## config.mk

```make
export PLATFORM = sky130hd
export DESIGN_NAME = pin_array_arb_flat
export DESIGN_NICKNAME = d
export VERILOG_FILES = /design/src/rtl/pin_array_arb_pkg.sv /design/src/rtl/pin_array_arb_if.sv /design/src/rtl/pin_array_arb_rr_pick.sv /design/src/rtl/pin_array_arb.sv /design/src/flat_wrapper.sv
export SDC_FILE = /design/constraint.sdc
export NUM_CORES = 1
export LEC_CHECK = 0
export ABC_CLOCK_PERIOD_IN_PS = 1900
export CORE_ASPECT_RATIO = 1.2
export CORE_MARGIN = 1
export CORE_UTILIZATION = 30
export CTS_CLUSTER_SIZE = 40
export DETAILED_ROUTE_END_ITERATION = 12
export PLACE_DENSITY = 0.62
export RECOVER_POWER = 25
export SLEW_MARGIN = 30
export SYNTH_ARGS = -nofsm -noshare
export SYNTH_HDL_FRONTEND = slang
export SYNTH_SLANG_ARGS = --single-unit
```

## constraint.sdc

```tcl
create_clock -name clk -period 1.9 [get_ports clk]
set_clock_uncertainty 0.05 [all_clocks]
set_input_delay 0.285 -clock clk [delete_from_list [all_inputs] [get_ports clk]]
set_output_delay 0.285 -clock clk [all_outputs]
set_load 0.03 [all_outputs]
```

## src/rtl/pin_array_arb_pkg.sv

```systemverilog
// Shared types and defaults for the pin array arbiter.
package pin_array_pkg;

    localparam int NREQ_DEF     = 4;
    localparam int MAX_HOLD_DEF = 16;
    localparam int CNT_W        = 8;

    typedef enum logic [1:0] {
        ST_IDLE,
        ST_OWN,
        ST_GAP
    } state_t;

    // Index width that stays legal for a single requester.
    function automatic int idx_w(input int n);
        return (n > 1) ? $clog2(n) : 1;
    endfunction

endpackage

```

## src/rtl/pin_array_arb_if.sv

```systemverilog
// Requester-side bundle of the pin array arbiter.
interface pin_array_arb_if
    import pin_array_pkg::*;
#(
    parameter int NREQ = NREQ_DEF
);
    localparam int IW = idx_w(NREQ);

    logic [NREQ-1:0] req;
    logic [NREQ-1:0] rel;
    logic [NREQ-1:0] vin;
    logic [NREQ-1:0] gnt;
    logic [IW-1:0]   owner;
    logic            busy;
    logic            vout;

    modport master (
        output req, rel, vin,
        input  gnt, owner, busy, vout
    );

    modport slave (
        input  req, rel, vin,
        output gnt, owner, busy, vout
    );

endinterface

```

## src/rtl/pin_array_arb_rr_pick.sv

```systemverilog
// Combinational round-robin picker: first requester at or after ptr.
module rr_pick
    import pin_array_pkg::*;
#(
    parameter int NREQ = NREQ_DEF,
    parameter int IW   = idx_w(NREQ)
) (
    input  logic [NREQ-1:0] req,
    input  logic [IW-1:0]   ptr,
    output logic [IW-1:0]   winner,
    output logic            valid
);

    always_comb begin
        int unsigned slot;
        slot   = 0;
        winner = '0;
        valid  = 1'b0;
        for (int unsigned k = 0; k < NREQ; k++) begin
            slot = (32'(ptr) + k) % NREQ;
            if (!valid && req[slot]) begin
                valid  = 1'b1;
                winner = IW'(slot);
            end
        end
    end

endmodule

```

## src/rtl/pin_array_arb.sv

```systemverilog
// Round-robin arbiter for one shared output pin with hold limit and a
// one-cycle break-before-make gap between owners.
module pin_array_arb
    import pin_array_pkg::*;
#(
    parameter int NREQ     = NREQ_DEF,
    parameter int MAX_HOLD = MAX_HOLD_DEF
) (
    input  logic           clk,
    input  logic           rst,
    pin_array_arb_if.slave bus
);

    localparam int IW = idx_w(NREQ);

    state_t           state;
    logic [IW-1:0]    ptr;
    logic [IW-1:0]    own_idx;
    logic [CNT_W-1:0] hold;
    logic [NREQ-1:0]  gnt_q;
    logic             busy_q;
    logic             vout_q;

    logic [IW-1:0]    winner;
    logic             win_valid;
    logic             exit_own;
    logic [IW-1:0]    ptr_next;
    logic [NREQ-1:0]  win_onehot;

    rr_pick #(
        .NREQ (NREQ),
        .IW   (IW)
    ) u_pick (
        .req    (bus.req),
        .ptr    (ptr),
        .winner (winner),
        .valid  (win_valid)
    );

    // rel of non-owners never reaches this term, so rel=all-ones is harmless.
    assign exit_own   = bus.rel[own_idx] | ~bus.req[own_idx]
                      | (hold == CNT_W'(MAX_HOLD - 1));
    assign ptr_next   = (own_idx == IW'(NREQ - 1)) ? '0 : own_idx + 1'b1;
    assign win_onehot = NREQ'(1) << winner;

    always_ff @(posedge clk) begin
        if (rst) begin
            state   <= ST_IDLE;
            ptr     <= '0;
            own_idx <= '0;
            hold    <= '0;
            gnt_q   <= '0;
            busy_q  <= 1'b0;
            vout_q  <= 1'b0;
        end else begin
            case (state)
                ST_IDLE: begin
                    vout_q <= 1'b0;
                    if (win_valid) begin
                        state   <= ST_OWN;
                        own_idx <= winner;
                        gnt_q   <= win_onehot;
                        hold    <= '0;
                        busy_q  <= 1'b1;
                    end
                end
                ST_OWN: begin
                    if (exit_own) begin
                        state   <= ST_GAP;
                        ptr     <= ptr_next;
                        own_idx <= '0;
                        gnt_q   <= '0;
                        vout_q  <= 1'b0;
                    end else begin
                        hold   <= hold + 1'b1;
                        vout_q <= bus.vin[own_idx];
                    end
                end
                ST_GAP: begin
                    state  <= ST_IDLE;
                    busy_q <= 1'b0;
                    vout_q <= 1'b0;
                end
                default: begin
                    state   <= ST_IDLE;
                    own_idx <= '0;
                    gnt_q   <= '0;
                    busy_q  <= 1'b0;
                    vout_q  <= 1'b0;
                end
            endcase
        end
    end

    assign bus.gnt   = gnt_q;
    assign bus.owner = own_idx;
    assign bus.busy  = busy_q;
    assign bus.vout  = vout_q;

endmodule

```

## src/flat_wrapper.sv

```systemverilog
// flat-port wrapper written by rule: the top's interface ports become plain ports
module pin_array_arb_flat import pin_array_pkg::*;
#(
    parameter int NREQ     = NREQ_DEF,
    parameter int MAX_HOLD = MAX_HOLD_DEF
)
  (clk, rst, bus_req, bus_rel, bus_vin, bus_gnt, bus_owner, bus_busy, bus_vout);
  pin_array_arb_if #(.NREQ(NREQ)) bus_i ();
  input  logic clk;
  input  logic rst;
  input wire logic [$bits(bus_i.req)-1:0] bus_req;
  input wire logic [$bits(bus_i.rel)-1:0] bus_rel;
  input wire logic [$bits(bus_i.vin)-1:0] bus_vin;
  output wire logic [$bits(bus_i.gnt)-1:0] bus_gnt;
  output wire logic [$bits(bus_i.owner)-1:0] bus_owner;
  output wire logic [$bits(bus_i.busy)-1:0] bus_busy;
  output wire logic [$bits(bus_i.vout)-1:0] bus_vout;
  assign bus_i.req = bus_req;
  assign bus_i.rel = bus_rel;
  assign bus_i.vin = bus_vin;
  assign bus_gnt = bus_i.gnt;
  assign bus_owner = bus_i.owner;
  assign bus_busy = bus_i.busy;
  assign bus_vout = bus_i.vout;
  pin_array_arb #(.NREQ(NREQ), .MAX_HOLD(MAX_HOLD)) u_core (.clk(clk), .rst(rst), .bus(bus_i));
endmodule
```

# Yosys cells after proc, flatten, opt, wreduce, memory -nomap -nowiden
# Cells that the tools add are included.
# word_totals
output_inout_bits,8
reg_bits,20
wordCells,81
# op_classes
reduce_logical,14
bitwise,5
muxes,37
n_eq_ne,7
shifts,1
order_cmp,5
n_addsub,5
# op_table
op,count
2-to-1 mux 2 bit,9
2-to-1 mux 8 bit,2
one-hot mux 8 bit (2 select lines),1
"< comparator 2 x 3 -> 1 bit, second input constant",5
binary-select mux 1 bit (select 2 bit),7
2-to-1 mux 1 bit,12
one-hot mux 4 bit (3 select lines),1
"adder 8 x 1 -> 8 bit, second input constant",1
"equality test 8 x 4 -> 1 bit, second input constant",1
2-to-1 mux 4 bit,2
one-hot mux 2 bit (3 select lines),1
AND reduction 2 bit,3
AND reduction 3 bit,2
"adder 2 x 1 -> 2 bit, second input constant",2
"adder 2 bit, second input constant",2
"equality test 2 bit, second input constant",2
"inequality test 2 bit, second input constant",2
one-hot mux 2 bit (2 select lines),1
"left shift 1 x 2 -> 4 bit, first input constant",1
logical AND 1 bit,3
logical NOT 1 bit,3
NOT 1 bit,3
OR reduction 3 bit,1
"equality test 2 x 1 -> 1 bit, second input constant",1
other kinds (5),6

# Longest topological paths before layout
# depth
ltp_word,15
ltp_mapped,5
depth_no_buf,5

# Modules after synthesis
# Synthesis repeated with hierarchy kept, for this count alone.
# hier_totals
hier_cells,138
hier_area_um2,1163.6
# by_module_without_submodules
mod,seq_area_each_um2,area_per_inst_um2,cells_each,instances
pin_array_arb,400.4,1086.0,123,1
rr_pick,0.0,77.6,15,1

# Worst setup path before layout
# Ideal clock, no wire load.
# synth_timing
path_type,flip-flop to flip-flop
startpoint,"reg u_core.own_idx[0], in the netlist u_core.bus.owner[0]"
endpoint,reg u_core.hold[7]
setup_slack_ps,-229
setup_time_ps,70
path_buffers,1
path_stages_with_launch,5
synth_period_minus_slack_ps,2129
t_required_ps,1780
arrival_time_ps,2009
path_cell_list,dfxtp_1 clkbuf_1 mux4_2 or4_1 a21oi_1
# synth_between
elab_chain_cells,7
word_cells_on_any_way,9
cone_classes,1 x eq/ne; 4 x mux; 3 x bitwise; 1 x reduce/logical
# synth_rtl
item,line_no,rtl
from (decl),pin_array_arb.sv:18,logic [IW-1:0] own_idx;
from (signal assigned),pin_array_arb.sv:61,own_idx <= winner;
binary-select mux 1 bit (select 2 bit),pin_array_arb.sv:41,assign exit_own = bus.rel[own_idx] | ~bus.req[own_idx]
2-to-1 mux 1 bit (not written as such),pin_array_arb.sv:41,
NOT 1 bit,pin_array_arb.sv:41,
OR 1 bit *,pin_array_arb.sv:41,
OR 1 bit *,pin_array_arb.sv:42,| (hold == CNT_W'(MAX_HOLD - 1));
inequality test 2 bit (no line) *,n/a,
AND reduction 3 bit (no line) *,n/a,
to (signal assigned),pin_array_arb.sv:75,hold <= hold + 1'b1;
to (decl),pin_array_arb.sv:19,logic [CNT_W-1:0] hold;
# Mark *: on every way between the ends. The rest lies on a longest branch, timed or not. The select of a mux whose other input is x is not followed.
# A chain may end at the register's enable or synchronous reset.

# Final worst setup path
# layout_timing
startpoint,reg u_core.hold[4]
endpoint,reg u_core.ptr[0]
# layout_between
elab_chain_cells,3
# layout_rtl
item,line_no,rtl
equality test 8 x 4 -> 1 bit,pin_array_arb.sv:42,
OR 1 bit,pin_array_arb.sv:42,
AND reduction 2 bit (no line),n/a,
to (signal assigned),pin_array_arb.sv:70,ptr <= ptr_next;
to (decl),pin_array_arb.sv:17,logic [IW-1:0] ptr;
# No other way between the ends.

==> results <==
- The run finished with clean final reports.
- The antenna diode instance count is 0.
- The class of the tightest hold or removal check is register to register.
- The root buffer cell is clkbuf_8.
- In this run the cell area measured after placement is between 0.001 and 0.0015 mm^2.
- Traced cell by cell, the critical path runs through or4_4 -> or2_1 -> a21oi_2 -> mux2_1.
- The maximum buffer depth of the clock tree is 2.
- On the critical path the largest part of the delay comes from simple AND/OR/NAND/NOR gates.
- The maximum level of the CTS H-tree is 1.
- The first routing iteration left 33 violations.
- The uppermost metal layer occupied by signal nets is met4.
- The kind of start point of the critical path is a register.
- The final weighted congestion in routability-driven placement is roughly 0.8.
- Detailed placement finished with a half-perimeter wire length of 2150 um.
- The net count after synthesis is 142.
- Clock-pin slew was measured on the worst setup and hold paths at 0.08 ns.
- Across the VDD grid, the largest voltage drop is a little over 0.4 mV.
- For this design the top-level I/O count stands at 22.
- The cell with the biggest individual delay on the critical path is or4_4.
- In the synthesized netlist the async set-or-reset flop fraction comes to 0%.
- The maximum achievable frequency is roughly 550 MHz.
- The leading register cell type out of synthesis is dfxtp_1.
- The number of hold violations in the final report is 0.
- The final routed wirelength across all metal layers is approximately 2900 um.
- Across all hold checks on the routed design, the worst slack comes to roughly 0.41 ns.
- The antenna violation net count after detailed routing is 0.
- Counting flops and latches in the post-synthesis netlist gives 20.
- The cell leakage power is roughly 0.59 nW.
- The tree built by TritonCTS fans out to 20 sinks.
- The data arrival time of the worst path is ~1.9 ns.
- The total global-route track usage is roughly 16%.
- The most common cell after layout, fill and taps aside is dfxtp_1.
- Entering global routing, the biggest net connects 20 pins.
- In the routed design, unresolved DRC markers number 0.
- The share of post-route cells with drive strength above 1 is between 20% and 30%.
- The first global-routing pass estimated roughly 5000 um of wire.
- The clock tree from TritonCTS is yes.
- The initial antenna violation count is 0.
- Counting every instance in the synthesized netlist gives about 130.
- Counting both buffers and inverters, the worst setup path holds a total of 0.
- The post-synthesis area per instance is 8.85 um^2.
- The latest clock arrival within the worst-skew pair is between 0.2 and 0.3 ns.
- The length of routed wiring on met1 is ~1200 um.
- The area enclosed by the die boundary is roughly 0.004 mm^2.
- The largest fanout of any net on the critical path is 3.
- The die is 68.8 um tall.
- The measured slew at the worst slew-check pin is about 0.44 ns.
- The final critical-path required period is about 1.8 ns.
- The remaining global-route overflow is 0.
- Buffers inserted during clock tree synthesis total 3.
- The element type at the critical path end is a register.
- Setup violations remaining at the end of the flow were counted as 0.
- The synthesized netlist contains 33 unique library cells.
- During synthesis, Yosys emitted a total of 0 warnings.
- In the layout the commonest cells are 19 x dfxtp_1, 15 x buf_4, 14 x a21oi_1, 9 x clkdlybuf4s50_1.
- Setup repair after global routing left no endpoint under its margin.
- The detailed-routed wire length on met3 is around 80 um.
- The total number of vias is 1121.
- The floorplan step defined a core boundary enclosing approximately 0.0035 mm^2.
- The type of the worst setup path is register to register.
- The final layout contains around 180 nets.
- The worst pin sits at a relative slew slack of between 70 and 80%.
- The summed instance area of the synthesized netlist is approximately 0.0011 mm^2.
- The biggest cell delay along the critical path is ~0.55 ns.
- The initial core utilization is about a third.
- After detailed routing, the met2 layer carries 1630 um of wire.
- The row count is 23.
- The cell area after layout is roughly 0.0016 mm^2.
- Dividing the final minimum period by the clock period gives around 96%.
- The mean routed wirelength per cell is approximately 14 um.
- Yosys mapped a number of flops with a built-in enable equal to 0.
- The number of global-route vias before repair came to around 1100.
- Buffers placed on the I/O ports in this run total 21.
- The detailed-router iteration count before antenna repair is 4.
- The number of slew-limit violations in the final report came to 0.
- The floorplan die width is between 50 and 60 um.
- For this design the ratio of total power to cell area is 693 mW/mm^2.
- In the routed layout, each cell is associated on average with a via count of about 5.5.
- The data required time of the critical path is just under 2 ns.
- In this run the post-CTS setup repair buffer count came out at 0.
- Sequential cells were found to cover between 30% and 40% of the synthesized design area.
- The filler cells instantiated in the layout total 330.
- Across the run, the number of max-cap violations was 0.
- Compared with the post-synthesis result, the final layout area differs by 43.4%.
==> per-layer routing <==
metal | global-route usage, % | up-vias
li1 | - | 558
met1 | 17.8 | 535
met2 | 32.7 | 26
met3 | 1.87 | 2
met4 | 4.46 | 0
met5 | 0 | -
==> sequential cells by signal (all words and copies together) (netlist names) <==
signal	cells
u_core.ptr	2
u_core.bus.owner	2
u_core.hold	8
u_core.state	2
u_core.bus.vout	1
u_core.bus.busy	1
u_core.bus.gnt	4
==> cells in the mapped netlist, drive strengths merged, types with 2 or more instances <==
cell type / number / area [um^2]
clkbuf: 3 / 11.3
a21oi: 16 / 83.8
o31ai: 5 / 37.5
nand2: 8 / 30.0
nand2b: 12 / 75.1
nor4: 3 / 25.0
o32ai: 4 / 35.0
inv: 6 / 22.5
mux2i: 3 / 30.0
nor2: 4 / 15.0
nor2b: 7 / 43.8
o211ai: 2 / 15.0
o21ai: 3 / 18.8
nand3: 3 / 15.0
or4: 7 / 52.6
ha: 2 / 25.0
or3: 3 / 18.8
dfxtp: 20 / 400
o21a: 2 / 15.0
mux4: 3 / 67.6
==> power breakdown <==
part	total, mW	switching [mW]	internal, mW	leakage, nW
combinational	0.272	0.144	0.128	0.388
clock	0.373	0.144	0.228	0.0339
sequential	0.463	0.0214	0.442	0.164
total	1.11	0.310	0.798	0.585
==> timing repair <==
item                       4_1_cts  5_1_grt
cloned                           1        0
setup endpoints to repair        6        2
gates resized for setup         15        2
hold buffers                     0        0
pin swaps                        4        0
==> worst reg2reg max path: stages, from the launching register on <==
cell     delay, ns
dfxtp_1       0.31
or4_4         0.55
or2_1         0.26
a21oi_2       0.20
mux2_1        0.33
==> cell families (layout without fill, tap and decap cells) <==
kind of cell,Yosys count,after routing,synth area share [%]
buffers and inverters,10,48,4.04
AO/OA/AOI/OAI,36,36,21.1
AND/OR/NAND/NOR,51,51,26.9
adder cells (fa/ha/maj),2,2,2.24
multiplexers,7,8,9.76
flip-flops,20,20,35.9
==> worst paths after layout <==
path / slack [ns] / depth (start not counted) / startpoint / end
worst max-delay path: 0.08 / 4 / u_core.hold[4] / u_core.ptr[0]
worst min-delay path: 0.41 / 2 / u_core.bus.busy / u_core.bus.busy
worst max register to register: 0.08 / 4 / u_core.hold[4] / u_core.ptr[0]
worst min register to register: 0.41 / 2 / u_core.bus.busy / u_core.bus.busy
==> final cells by class <==
| class | instances | area, um^2 | share of cell area, % |
|---|---|---|---|
| Clock buffer | 4 | 66.3 | 4.15 |
| Sequential cell | 20 | 404 | 25.3 |
| Inverter | 6 | 22.5 | 1.41 |
| Multi-Input combinational cell | 97 | 746 | 46.6 |
| Tap cell | 37 | 46.3 | 2.90 |
| Timing Repair Buffer | 38 | 314 | 19.6 |
==> metrics by stage <==
step                setup slack [ns]  std cells  power (mW)  TNS [ns]  utilization (%)
global route                  0.0399        202        1.17         0             46.3
detailed placement            -0.334        197       0.740     -4.08             42.9
global placement              -0.280        197       0.737     -3.64             42.9
floorplan                     0.0361        126       0.621         0                -
CTS                          0.00845        202        1.13         0             46.6
finish                        0.0836        202        1.11         0             46.3
(Power assumes the default switching activity.)
